--- src/rtl/axil_ram_arbiter_if.sv ---
// AXI4-Lite bus between axil_ram_arbiter (master side) and an axil_ram slave.
interface axil_ram_arbiter_if #(
  parameter int DATA_WIDTH = 32,
  parameter int ADDR_WIDTH = 5
);
  localparam int STRB_WIDTH = DATA_WIDTH / 8;

  logic [ADDR_WIDTH-1:0] awaddr;
  logic [2:0]            awprot;
  logic                  awvalid;
  logic                  awready;
  logic [DATA_WIDTH-1:0] wdata;
  logic [STRB_WIDTH-1:0] wstrb;
  logic                  wvalid;
  logic                  wready;
  logic [1:0]            bresp;
  logic                  bvalid;
  logic                  bready;
  logic [ADDR_WIDTH-1:0] araddr;
  logic [2:0]            arprot;
  logic                  arvalid;
  logic                  arready;
  logic [DATA_WIDTH-1:0] rdata;
  logic [1:0]            rresp;
  logic                  rvalid;
  logic                  rready;

  modport master (
    output awaddr, awprot, awvalid, wdata, wstrb, wvalid, bready,
           araddr, arprot, arvalid, rready,
    input  awready, wready, bresp, bvalid, arready, rdata, rresp, rvalid
  );

  modport slave (
    input  awaddr, awprot, awvalid, wdata, wstrb, wvalid, bready,
           araddr, arprot, arvalid, rready,
    output awready, wready, bresp, bvalid, arready, rdata, rresp, rvalid
  );
endinterface

--- src/rtl/axil_ram_arbiter.sv ---
// Two-requester AXI4-Lite master arbiter in front of one axil_ram slave, one transaction at a time.
// Define AXIL_ARB_FIXED_PRIORITY_EN to make requester 0 always win; default is round-robin.
module axil_ram_arbiter #(
  parameter int DATA_WIDTH = 32,
  parameter int ADDR_WIDTH = 5,
  parameter int STRB_WIDTH = DATA_WIDTH / 8
) (
  input  logic                  clk,
  input  logic                  rst,
  input  logic                  req0_valid,
  input  logic                  req0_write,
  input  logic [ADDR_WIDTH-1:0] req0_addr,
  input  logic [DATA_WIDTH-1:0] req0_wdata,
  input  logic [STRB_WIDTH-1:0] req0_wstrb,
  output logic                  req0_ready,
  output logic                  resp0_valid,
  output logic [DATA_WIDTH-1:0] resp0_rdata,
  output logic [1:0]            resp0_resp,
  input  logic                  req1_valid,
  input  logic                  req1_write,
  input  logic [ADDR_WIDTH-1:0] req1_addr,
  input  logic [DATA_WIDTH-1:0] req1_wdata,
  input  logic [STRB_WIDTH-1:0] req1_wstrb,
  output logic                  req1_ready,
  output logic                  resp1_valid,
  output logic [DATA_WIDTH-1:0] resp1_rdata,
  output logic [1:0]            resp1_resp,
  axil_ram_arbiter_if.master    m_axil
);

  typedef enum logic [2:0] {
    IDLE, WR_REQ, WR_RESP, RD_REQ, RD_DATA, RESP
  } state_e;

  state_e                state_q, state_d;
  logic                  grant_q, grant_d;
  logic [ADDR_WIDTH-1:0] addr_q, addr_d;
  logic [DATA_WIDTH-1:0] wdata_q, wdata_d;
  logic [STRB_WIDTH-1:0] wstrb_q, wstrb_d;
  logic                  aw_done_q, aw_done_d;
  logic                  w_done_q, w_done_d;
  logic [DATA_WIDTH-1:0] rdata0_q, rdata0_d, rdata1_q, rdata1_d;
  logic [1:0]            bresp0_q, bresp0_d, bresp1_q, bresp1_d;
  logic                  win;

`ifdef AXIL_ARB_FIXED_PRIORITY_EN
  always_comb begin
    win = !req0_valid;
  end
`else
  logic prio_q, prio_d;

  // prio_q names the requester that wins a tie; a lone requester always wins.
  always_comb begin
    win = (req0_valid && req1_valid) ? prio_q : req1_valid;
  end
`endif

  always_ff @(posedge clk or negedge rst) begin
    if (!rst) begin
      state_q   <= IDLE;
      grant_q   <= 1'b0;
      addr_q    <= '0;
      wdata_q   <= '0;
      wstrb_q   <= '0;
      aw_done_q <= 1'b0;
      w_done_q  <= 1'b0;
      rdata0_q  <= '0;
      rdata1_q  <= '0;
      bresp0_q  <= '0;
      bresp1_q  <= '0;
`ifndef AXIL_ARB_FIXED_PRIORITY_EN
      prio_q    <= 1'b0;
`endif
    end else begin
      state_q   <= state_d;
      grant_q   <= grant_d;
      addr_q    <= addr_d;
      wdata_q   <= wdata_d;
      wstrb_q   <= wstrb_d;
      aw_done_q <= aw_done_d;
      w_done_q  <= w_done_d;
      rdata0_q  <= rdata0_d;
      rdata1_q  <= rdata1_d;
      bresp0_q  <= bresp0_d;
      bresp1_q  <= bresp1_d;
`ifndef AXIL_ARB_FIXED_PRIORITY_EN
      prio_q    <= prio_d;
`endif
    end
  end

  always_comb begin
    state_d   = state_q;
    grant_d   = grant_q;
    addr_d    = addr_q;
    wdata_d   = wdata_q;
    wstrb_d   = wstrb_q;
    aw_done_d = aw_done_q;
    w_done_d  = w_done_q;
    rdata0_d  = rdata0_q;
    rdata1_d  = rdata1_q;
    bresp0_d  = bresp0_q;
    bresp1_d  = bresp1_q;
`ifndef AXIL_ARB_FIXED_PRIORITY_EN
    prio_d    = prio_q;
`endif
    case (state_q)
      IDLE: begin
        if (req0_valid || req1_valid) begin
          grant_d   = win;
          addr_d    = win ? req1_addr  : req0_addr;
          wdata_d   = win ? req1_wdata : req0_wdata;
          wstrb_d   = win ? req1_wstrb : req0_wstrb;
          aw_done_d = 1'b0;
          w_done_d  = 1'b0;
          state_d   = (win ? req1_write : req0_write) ? WR_REQ : RD_REQ;
        end
      end
      WR_REQ: begin
        // AW and W complete independently; valid is only up while not done.
        aw_done_d = aw_done_q || m_axil.awready;
        w_done_d  = w_done_q  || m_axil.wready;
        if (aw_done_d && w_done_d) begin
          state_d = WR_RESP;
        end
      end
      WR_RESP: begin
        if (m_axil.bvalid) begin
          if (grant_q) bresp1_d = m_axil.bresp;
          else         bresp0_d = m_axil.bresp;
          state_d = RESP;
        end
      end
      RD_REQ: begin
        if (m_axil.arready) begin
          state_d = RD_DATA;
        end
      end
      RD_DATA: begin
        if (m_axil.rvalid) begin
          if (grant_q) begin
            rdata1_d = m_axil.rdata;
            bresp1_d = m_axil.rresp;
          end else begin
            rdata0_d = m_axil.rdata;
            bresp0_d = m_axil.rresp;
          end
          state_d = RESP;
        end
      end
      RESP: begin
`ifndef AXIL_ARB_FIXED_PRIORITY_EN
        prio_d  = !grant_q;
`endif
        state_d = IDLE;
      end
      default: state_d = IDLE;
    endcase
  end

  always_comb begin
    req0_ready     = rst && (state_q == IDLE) && req0_valid && !win;
    req1_ready     = rst && (state_q == IDLE) && req1_valid && win;
    resp0_valid    = (state_q == RESP) && !grant_q;
    resp1_valid    = (state_q == RESP) && grant_q;
    resp0_rdata    = rdata0_q;
    resp1_rdata    = rdata1_q;
    resp0_resp     = bresp0_q;
    resp1_resp     = bresp1_q;
    m_axil.awaddr  = addr_q;
    m_axil.awprot  = 3'b000;
    m_axil.awvalid = (state_q == WR_REQ) && !aw_done_q;
    m_axil.wdata   = wdata_q;
    m_axil.wstrb   = wstrb_q;
    m_axil.wvalid  = (state_q == WR_REQ) && !w_done_q;
    m_axil.bready  = (state_q == WR_RESP);
    m_axil.araddr  = addr_q;
    m_axil.arprot  = 3'b000;
    m_axil.arvalid = (state_q == RD_REQ);
    m_axil.rready  = (state_q == RD_DATA);
  end

endmodule

--- src/flat_wrapper.sv ---
// flat-port wrapper written by rule: the top's interface ports become plain ports
module axil_ram_arbiter_flat 
#(
  parameter int DATA_WIDTH = 32,
  parameter int ADDR_WIDTH = 5,
  parameter int STRB_WIDTH = DATA_WIDTH / 8
)
  (clk, rst, req0_valid, req0_write, req0_addr, req0_wdata, req0_wstrb, req0_ready, resp0_valid, resp0_rdata, resp0_resp, req1_valid, req1_write, req1_addr, req1_wdata, req1_wstrb, req1_ready, resp1_valid, resp1_rdata, resp1_resp, m_axil_awaddr, m_axil_awprot, m_axil_awvalid, m_axil_wdata, m_axil_wstrb, m_axil_wvalid, m_axil_bready, m_axil_araddr, m_axil_arprot, m_axil_arvalid, m_axil_rready, m_axil_awready, m_axil_wready, m_axil_bresp, m_axil_bvalid, m_axil_arready, m_axil_rdata, m_axil_rresp, m_axil_rvalid);
  axil_ram_arbiter_if #(.DATA_WIDTH(DATA_WIDTH), .ADDR_WIDTH(ADDR_WIDTH)) m_axil_i ();
  input  logic clk;
  input  logic rst;
  input  logic req0_valid;
  input  logic req0_write;
  input  logic [ADDR_WIDTH-1:0] req0_addr;
  input  logic [DATA_WIDTH-1:0] req0_wdata;
  input  logic [STRB_WIDTH-1:0] req0_wstrb;
  output logic req0_ready;
  output logic resp0_valid;
  output logic [DATA_WIDTH-1:0] resp0_rdata;
  output logic [1:0] resp0_resp;
  input  logic req1_valid;
  input  logic req1_write;
  input  logic [ADDR_WIDTH-1:0] req1_addr;
  input  logic [DATA_WIDTH-1:0] req1_wdata;
  input  logic [STRB_WIDTH-1:0] req1_wstrb;
  output logic req1_ready;
  output logic resp1_valid;
  output logic [DATA_WIDTH-1:0] resp1_rdata;
  output logic [1:0] resp1_resp;
  output wire logic [$bits(m_axil_i.awaddr)-1:0] m_axil_awaddr;
  output wire logic [$bits(m_axil_i.awprot)-1:0] m_axil_awprot;
  output wire logic [$bits(m_axil_i.awvalid)-1:0] m_axil_awvalid;
  output wire logic [$bits(m_axil_i.wdata)-1:0] m_axil_wdata;
  output wire logic [$bits(m_axil_i.wstrb)-1:0] m_axil_wstrb;
  output wire logic [$bits(m_axil_i.wvalid)-1:0] m_axil_wvalid;
  output wire logic [$bits(m_axil_i.bready)-1:0] m_axil_bready;
  output wire logic [$bits(m_axil_i.araddr)-1:0] m_axil_araddr;
  output wire logic [$bits(m_axil_i.arprot)-1:0] m_axil_arprot;
  output wire logic [$bits(m_axil_i.arvalid)-1:0] m_axil_arvalid;
  output wire logic [$bits(m_axil_i.rready)-1:0] m_axil_rready;
  input wire logic [$bits(m_axil_i.awready)-1:0] m_axil_awready;
  input wire logic [$bits(m_axil_i.wready)-1:0] m_axil_wready;
  input wire logic [$bits(m_axil_i.bresp)-1:0] m_axil_bresp;
  input wire logic [$bits(m_axil_i.bvalid)-1:0] m_axil_bvalid;
  input wire logic [$bits(m_axil_i.arready)-1:0] m_axil_arready;
  input wire logic [$bits(m_axil_i.rdata)-1:0] m_axil_rdata;
  input wire logic [$bits(m_axil_i.rresp)-1:0] m_axil_rresp;
  input wire logic [$bits(m_axil_i.rvalid)-1:0] m_axil_rvalid;
  assign m_axil_awaddr = m_axil_i.awaddr;
  assign m_axil_awprot = m_axil_i.awprot;
  assign m_axil_awvalid = m_axil_i.awvalid;
  assign m_axil_wdata = m_axil_i.wdata;
  assign m_axil_wstrb = m_axil_i.wstrb;
  assign m_axil_wvalid = m_axil_i.wvalid;
  assign m_axil_bready = m_axil_i.bready;
  assign m_axil_araddr = m_axil_i.araddr;
  assign m_axil_arprot = m_axil_i.arprot;
  assign m_axil_arvalid = m_axil_i.arvalid;
  assign m_axil_rready = m_axil_i.rready;
  assign m_axil_i.awready = m_axil_awready;
  assign m_axil_i.wready = m_axil_wready;
  assign m_axil_i.bresp = m_axil_bresp;
  assign m_axil_i.bvalid = m_axil_bvalid;
  assign m_axil_i.arready = m_axil_arready;
  assign m_axil_i.rdata = m_axil_rdata;
  assign m_axil_i.rresp = m_axil_rresp;
  assign m_axil_i.rvalid = m_axil_rvalid;
  axil_ram_arbiter #(.DATA_WIDTH(DATA_WIDTH), .ADDR_WIDTH(ADDR_WIDTH), .STRB_WIDTH(STRB_WIDTH)) u_core (.clk(clk), .rst(rst), .req0_valid(req0_valid), .req0_write(req0_write), .req0_addr(req0_addr), .req0_wdata(req0_wdata), .req0_wstrb(req0_wstrb), .req0_ready(req0_ready), .resp0_valid(resp0_valid), .resp0_rdata(resp0_rdata), .resp0_resp(resp0_resp), .req1_valid(req1_valid), .req1_write(req1_write), .req1_addr(req1_addr), .req1_wdata(req1_wdata), .req1_wstrb(req1_wstrb), .req1_ready(req1_ready), .resp1_valid(resp1_valid), .resp1_rdata(resp1_rdata), .resp1_resp(resp1_resp), .m_axil(m_axil_i));
endmodule
--- config.mk ---
export PLATFORM = sky130hd
export DESIGN_NAME = axil_ram_arbiter_flat
export DESIGN_NICKNAME = d
export VERILOG_FILES = /design/src/rtl/axil_ram_arbiter_if.sv /design/src/rtl/axil_ram_arbiter.sv /design/src/flat_wrapper.sv
export SDC_FILE = /design/constraint.sdc
export NUM_CORES = 1
export LEC_CHECK = 0
export CELL_PAD_IN_SITES_DETAIL_PLACEMENT = 0
export CELL_PAD_IN_SITES_GLOBAL_PLACEMENT = 1
export CORE_MARGIN = 1
export CORE_UTILIZATION = 30
export CTS_CLUSTER_SIZE = 28
export DETAILED_ROUTE_END_ITERATION = 12
export HOLD_SLACK_MARGIN = 0.1
export PLACE_DENSITY_LB_ADDON = 0.08
export SYNTH_ARGS = -nofsm -noshare
export SYNTH_HDL_FRONTEND = slang
export SYNTH_SLANG_ARGS = --single-unit
export TNS_END_PERCENT = 10
--- constraint.sdc ---
create_clock -name clk -period 1.9 [get_ports clk]
set_clock_uncertainty 0.05 [all_clocks]
set_input_delay 0.38 -clock clk [delete_from_list [all_inputs] [get_ports clk]]
set_output_delay 0.38 -clock clk [all_outputs]
set_load 0.02 [all_outputs]
# [Yosys cells after proc, flatten, opt, wreduce, memory -nomap -nowiden]
# Index checks and enable logic that the tools add are counted.
[classes] n_lt_le_gt_ge=0 multipliers=0 n_bitwise=1 div_mod_pow=0 eq_ne=14 n_addsub=0 mux=25 n_reduce_logical=28 shift=0
[ops] operator="two-way mux 32 bit" n=1
[ops] operator="two-way mux 2 bit" n=9
[ops] operator="two-way mux 3 bit" n=5
[ops] operator="case mux 3 bit (5 select lines)" n=1
[ops] operator="AND reduction 5 bit" n=3
[ops] operator="!= test 2 x 1 -> 1 bit, second input constant" n=7
[ops] operator="logical AND 1 bit" n=11
[ops] operator="case mux 2 bit (2 select lines)" n=2
[ops] operator="== test 3 x 2 -> 1 bit, second input constant" n=2
[ops] operator="== test 3 bit, second input constant" n=2
[ops] operator="AND reduction 3 bit" n=2
[ops] operator="two-way mux 5 bit" n=1
[ops] operator="logical NOT 1 bit" n=4
[ops] operator="two-way mux 4 bit" n=1
[ops] operator="!= test 2 bit, second input constant" n=2
[ops] operator="case mux 1 bit (2 select lines)" n=2
[ops] operator="AND reduction 2 bit" n=2
[ops] operator="nonzero test 2 bit" n=2
[ops] operator="== test 3 x 1 -> 1 bit, second input constant" n=1
[ops] operator="logical NOT 3 bit" n=1
[ops] operator="logical OR 1 bit" n=3
[ops] operator="two-way mux 1 bit" n=3
[ops] operator="NOT 1 bit" n=1
[totals] in_bits=129 mem_bits_ro=0 latchBits=0 regBits=116 mem_bits_rw=0 memories=0

# [Depth between registers and ports, before layout]
# Gate-level depths: netlist of run 1.
[logic_depth] ltp_word=6 ltp_mapped=7

# [Least setup slack after synthesis of run 1]
# No wires, ideal clock.
[synth_timing] kind="register to register" from="register u_core.state_q[0]" to="register u_core.rdata0_q[0] (netlist: u_core.resp0_rdata[0])" path_slack_ns=0.044 n_path_buf=2 stages_incl_launch_ff=7 arrival_ns=1.681 path_cell_list="dfrtp_1 -> buf_2 -> nor3b_4 -> inv_2 -> nor3_4 -> buf_4 -> mux2_2"
[synth_via] elab_chain_len=2
[synth_rtl] element="start: declaration" line_no="axil_ram_arbiter.sv:35" rtl="state_e state_q, state_d;"
[synth_rtl] element="start signal: assignment" line_no="axil_ram_arbiter.sv:76" rtl="state_q <= state_d;"
[synth_rtl] element="== test 3 bit"
[synth_rtl] element="via m_axil_rready" line_no="flat_wrapper.sv:40" rtl="output wire logic [$bits(m_axil_i.rready)-1:0] m_axil_rready;"
[synth_rtl] element="AND reduction 3 bit (no source line)"
[synth_rtl] element="end signal: assignment" line_no="axil_ram_arbiter.sv:83" rtl="rdata0_q <= rdata0_d;"
[synth_rtl] element="end: declaration" line_no="axil_ram_arbiter.sv:42" rtl="logic [DATA_WIDTH-1:0] rdata0_q, rdata0_d, rdata1_q, rdata1_d;"
# The timed path passes the listed nets, and every way through them passes these cells.
# A chain may end at the register's enable or synchronous reset.

# [Worst setup path after layout of run 1]
[layout_timing] from="register u_core.state_q[1]" to="register u_core.rdata0_q[14] (netlist: u_core.resp0_rdata[14])"
[layout_via] elab_chain_len=2
[layout_rtl] element="== test 3 bit" line_no="axil_ram_arbiter.sv:108" rtl="case (state_q)"
[layout_rtl] element="AND reduction 3 bit (no source line)"
# Every way passes these cells.

==> impl_metrics.yaml, run 1 <==
logic_synthesis:
  synth_top_cell_by_area: "dfrtp_1"
  synth-warning-count: 0
  syn_area_sq_mm: 0.00501
  synthTopCellsByCount: "116 x dfrtp_1, 70 x mux2_2, 45 x nand2_1"
  ys.flop_type: "dfrtp_1"
  syn_area_per_cell_sq_um: 12.5
  yosysMostFrequentCell: "dfrtp_1"
  ys_types: 36
  synth_top_area_share_pct: 57.9
  ys_seq_area_share_pct: 57.9
  yosys-top-cells-area: "dfrtp_1 58%, mux2_2 16%, mux2i_1 8.4%, o21ai_0 4.4%, nand2_1 3.4%"
  synth-edff-count: 0
  async_reset_ff_share_pct: 100
  netlist_instances: 401
  ys_ff_latch: 116
place:
  dp_hpwl_um: 10200
  dp.cells: 865
  finalWeightedCongestion: 0.764
  port_buffers: 251
  placed_cell_area_sq_mm: 0.00789
critical_path:
  worstPathCellList: "buf_6 > nor3b_4 > inv_2 > nor3_4 > buf_6 > clkbuf_16 > mux2_2"
  critPathMaxFanout: 13
  max_stage_delay_ps: 460
  cp_common_cell: "buf_6"
  crit_start: "u_core.state_q[1]"
  startpoint_type: "register"
  worstReg2RegStart: "u_core.state_q[1]"
  critPathSlowestCell: "dfrtp_2"
  cp-end-kind: "register"
  required_ps: 2140
  arrival_ps: 2200
  worstSetupPathType: "register to register"
layout:
  nets: 802
  antenna_cells: 0
  fillers: 1398
  stdcell_count: 902
  final_util_pct: 53.4
  final_cell_area_sq_mm: 0.00860
  area_delta_synth_final_pct: 71.6
  drive_gt1_share_pct: 22.6
global_route:
  antenna_found_initial: 0
  grt_use_total_pct: 17.1
  grt_start_max_net_pins: 117
  grt_overflow: 0
  grt_pass1_wl_um: 22800
  grt_pass1_vias: 4141
min_path:
  hold_start: "u_core.m_axil.wdata[31]"
  hold_class: "register to register"
outcome:
  failed_checks: "setup timing"
  outcome: "finished, violations left"
die:
  die_w_um: 131
  start_util_pct: 31.1
  core-area_sq_mm: 0.0161
  rows: 46
  die-area_sq_mm: 0.0172
  die_y_um: 131
  ios: 258
sta:
  final.min_clock_period_ps: 1960
  hold_viol: 0
  finalSetupViolCount: 33
  fmax_mhz: 511
  tns_ps: -848
  rsz0062_at_grt: "yes"
  worstMarginPinSlew_ps: 637
  fin_ws_ps: -57.5
  max_slew_margin_pct: 57.5
  slew_violations: 0
  post-route-period-util_pct: 103
pwr:
  switchingPower_w: 0.00510
  combinationalPowerShare_pct: 48.2
  switching_share_pct: 35.8
  intPower_w: 0.00916
  seq_power_share_pct: 30.3
  p_leak_nw: 3.91
  power.share.clock_pct: 21.5
  vdd_drop_max_mv: 0.652
  power_density_mw_per_mm2: 1660
clock_network:
  clkLatencyLatePin_ps: 410
  clockBufferDepth: 2
  cts_buffers: 17
  clock_sinks: 116
  cts_root_buf: "clkbuf_16"
  cts.clk_slew.worst_paths_ps: 50
  tritoncts: "built"
  htreeDepth: 4
drt:
  wl_um: 14400
  drc: 0
  viasPerCell: 4.45
  drt_iter0_markers: 111
  wl_per_cell_um: 16.0
  drt-pass1-iter-count: 4
  vias: 4013
  drtAntennaViolNets: 0
run:
  drv_cap: 0
cell usage in the layout, fill, tap and decap left out, types with 2 or more instances in the layout:
master	instances
a21oi_1	3
a2bb2oi_1	2
and3_1	2
buf_12	4
buf_2	2
buf_4	26
buf_6	7
bufinv_16	2
clkbuf_16	18
clkdlybuf4s50_1	241
clkinv_2	6
clkinv_4	3
clkinvlp_4	3
conb_1	6
dfrtp_1	113
dfrtp_2	3
inv_1	4
mux2_2	53
mux2_4	18
mux2i_1	42
nand2_1	45
nand3b_1	2
nor2_1	9
nor2_2	2
nor2b_1	3
nor3_4	2
o21ai_0	42
o21ai_4	2
worst paths after layout:
kind | to | cells past startpoint | slack (ps)
max in group asynchronous | u_core.state_q[0] | 3 | 730
worst min register to register | u_core.m_axil.wdata[31] | 2 | 430
worst min-delay path | u_core.m_axil.wdata[31] | 2 | 430
worst max-delay path | u_core.resp0_rdata[14] | 7 | -60
min in group asynchronous | u_core.resp0_resp[1] | 3 | 590
worst max register to register | u_core.resp0_rdata[14] | 7 | -60
cells by family (layout without fill, tap and decap cells):
group                  after synthesis  after routing  synth area share, %
buffers and inverters               40            320                 4.29
and+or+nand+nor                     73             73                 6.92
muxes                              113            113                 24.3
other                                1              6               0.0748
DFF                                116            116                 57.9
AOI/OAI and AO/OA                   58             58                 6.44
per-layer routing:
layer	wire [um]	GRT usage [%]	vias to the layer above
li1	-	-	1926
met1	6020	19.7	1900
met2	7040	28.7	166
met3	1090	6.25	21
met4	259	7.12	0
met5	0	0	-
power groups by stage:
stage          Combinational, W  Sequential [W]  Clock, W
2_1_floorplan           0.00202         0.00562         0
3_3_place_gp            0.00670         0.00427         0
3_5_place_dp            0.00676         0.00433         0
4_1_cts                 0.00679         0.00433   0.00315
5_1_grt                 0.00733         0.00449   0.00327
6_report                0.00687         0.00433   0.00306
flip-flops by register name (all words and copies together), names as in the netlist, 2 cells and up:
register,flops
u_core.m_axil.araddr,5
u_core.resp1_resp,2
u_core.state_q,3
u_core.m_axil.wstrb,4
u_core.resp1_rdata,32
u_core.m_axil.wdata,32
u_core.resp0_resp,2
u_core.resp0_rdata,32
timing repair:
item,in CTS,in global routing
cloned,0,1
endpoints found under the hold margin,49,0
setup buffers,0,3
pin swaps,3,3
hold buffers,1,0
gates resized for setup,47,28
setup endpoints to repair,35,55
area by class of cell:
cell class	count	area, sq um	area share, %
well taps	216	270	3.14
clock buffers	18	429	4.99
inverters	5	18.8	0.218
repair buffers	283	2820	32.7
multi-input cells	250	2020	23.5
clock inverters	14	139	1.61
flip-flops and latches	116	2910	33.8
stage by stage:
stage	hold slack (ps)	setup slack [ps]	power (W)
3_5_place_dp	420	-438	0.0111
3_3_place_gp	411	-424	0.0110
4_1_cts	432	-39.1	0.0143
5_1_grt	459	-133	0.0151
2_1_floorplan	34.4	43.7	0.00763
6_report	425	-57.5	0.0143
critical path, delay by kind of cell (launching register included):
kind	cells	cell delay, ps
buffers and inverters	4	570
DFF	1	460
and+or+nand+nor	2	420
muxes	1	340
(Power assumes the default switching activity.)
==> run 2: changes to the inputs <==
--- a/config.mk
+++ b/config.mk
@@ -16,4 +16,4 @@
 export SYNTH_ARGS = -nofsm -noshare
 export SYNTH_HDL_FRONTEND = slang
 export SYNTH_SLANG_ARGS = --single-unit
-export TNS_END_PERCENT = 10
+export TNS_END_PERCENT = 1
==> run 2 against run 1 <==
Net effect:
- the flow still finishes with violations (setup timing)
- setup slack unchanged
- register-to-register slack about the same
- flip-flop and latch count unchanged
- non-clock buffer count unchanged
- maximum frequency unchanged
- wire length about the same
- cell count unchanged
- critical path depth unchanged
- sequential share of layout area about the same
- critical endpoint unchanged
- largest cell class unchanged
==> impl_metrics.yaml, run 2 (synthesis results as in run 1) <==
global_route:
  grt_overflow: 0
  grt_pass1_vias: 4145
  grt_use_total_pct: 17.1
  antenna_found_initial: 0
  grt_pass1_wl_um: 22800
  grt_start_max_net_pins: 117
die:
  core-area_sq_mm: 0.0161
  die-area_sq_mm: 0.0172
  die_w_um: 131
  ios: 258
  die_y_um: 131
  rows: 46
  start_util_pct: 31.1
place:
  port_buffers: 251
  finalWeightedCongestion: 0.764
  dp_hpwl_um: 10200
  placed_cell_area_sq_mm: 0.00789
layout:
  seq_area_sq_mm: 0.00291
  multi_input_area_sq_mm: 0.00202
  final_common_cell: "clkdlybuf4s50_1"
  final_cell_mix: "241 x clkdlybuf4s50_1, 113 x dfrtp_1, 53 x mux2_2, 45 x nand2_1"
  final_cell_area_sq_mm: 0.00860
  fillers: 1398
  area_delta_synth_final_pct: 71.7
  antenna_cells: 0
  drive_gt1_share_pct: 22.6
  nets: 802
drt:
  drt-pass1-iter-count: 4
  drtAntennaViolNets: 0
  wl_per_cell_um: 16.0
  vias: 4012
  wl_um: 14400
  drc: 0
  drt_iter0_markers: 113
  viasPerCell: 4.45
pwr:
  total_power_w: 0.0143
  power_density_mw_per_mm2: 1660
  vdd_drop_max_mv: 0.652
  p_leak_nw: 3.91
outcome:
  outcome: "finished, violations left"
  failed_checks: "setup timing"
critical_path:
  worstPathCellList: "buf_6 > nor3b_4 > inv_2 > nor3_4 > buf_6 > clkbuf_16 > mux2_2"
  path_buf_inv: 4
  critPathTopFamily: "buffers and inverters"
  critPathSlowestCell: "dfrtp_2"
  required_ps: 2140
  max_stage_delay_ps: 460
  startpoint_type: "register"
  worstSetupPathType: "register to register"
  cp_common_cell: "buf_6"
  cp-end-kind: "register"
  arrival_ps: 2200
  reg2regPathDepth: 7
  critPathMaxFanout: 13
  path_depth: 7
clock_network:
  tritoncts: "built"
  cts.clk_slew.worst_paths_ps: 50
  clock_sinks: 116
  cts_buffers: 17
  cts_root_buf: "clkbuf_16"
  clockBufferDepth: 2
  clkLatencyLatePin_ps: 410
  htreeDepth: 4
min_path:
  min_path_cells: 2
  hold_class: "register to register"
sta:
  worstMarginPinSlew_ps: 637
  slew_violations: 0
  final.min_clock_period_ps: 1960
  max_slew_margin_pct: 57.5
  fmax_mhz: 511
  hold_viol: 0
  post-route-period-util_pct: 103
  tns_ps: -848
  rsz0062_at_grt: "yes"
  finalSetupViolCount: 33
  fin_ws_ps: -57.5
run:
  drv_cap: 0
## run 2: cell count changes in the layout (fill, tap and decap cells not counted)
cell	change
buf_6	+1
buf_4	-1
## run 2: tightest hold or removal path, stage by stage, from the launching register on
cell,delay [ps]
dfrtp_1,340
nand2_1,40
o21ai_0,60
## run 2: worst paths after layout
check	start	end	slack [ps]
worst max-delay path	u_core.state_q[1]	u_core.resp0_rdata[14]	-60
worst min-delay path	u_core.m_axil.wdata[31]	u_core.m_axil.wdata[31]	430
worst max register to register	u_core.state_q[1]	u_core.resp0_rdata[14]	-60
worst min register to register	u_core.m_axil.wdata[31]	u_core.m_axil.wdata[31]	430
max in group asynchronous	rst	u_core.state_q[0]	730
min in group asynchronous	rst	u_core.resp0_resp[1]	590
## run 2: layer usage
layer,track usage [%],up-vias,wire length [um]
li1,-,1926,-
met1,19.7,1899,6020
met2,28.7,166,7040
met3,6.25,21,1090
met4,7.12,0,259
met5,0,-,0
## run 2: what timing repair did
action	CTS	global route
setup endpoints to repair	35	55
pin swaps	4	4
resized for setup	48	28
buffers inserted	0	3
gates cloned	0	1
hold endpoints to repair	49	0
hold buffers	1	0
## run 2: through the flow
| step | util (%) | hold slack [ps] | cells | setup WS [ps] |
|---|---|---|---|---|
| finish | 53.4 | 425 | 902 | -57.5 |
| global route | 53.4 | 459 | 902 | -133 |
| CTS | 52.6 | 432 | 898 | -39.1 |
| detailed placement | 49.0 | 420 | 865 | -438 |
| global placement | 49.0 | 411 | 865 | -424 |
| floorplan | - | 34.4 | 406 | 43.7 |
## run 2: report_power, final
part           total, W  switching [W]  internal [W]
sequential      0.00433       0.000671       0.00366
combinational   0.00688        0.00329       0.00359
clock           0.00306        0.00115       0.00192
## run 2: layout make-up
cell class / instances / area share [%]
flip-flops and latches: 116 / 33.8
repair buffers: 283 / 32.8
multi-input cells: 250 / 23.5
clock buffers: 18 / 4.99
well taps: 216 / 3.14
clock inverters: 14 / 1.61
inverters: 5 / 0.218
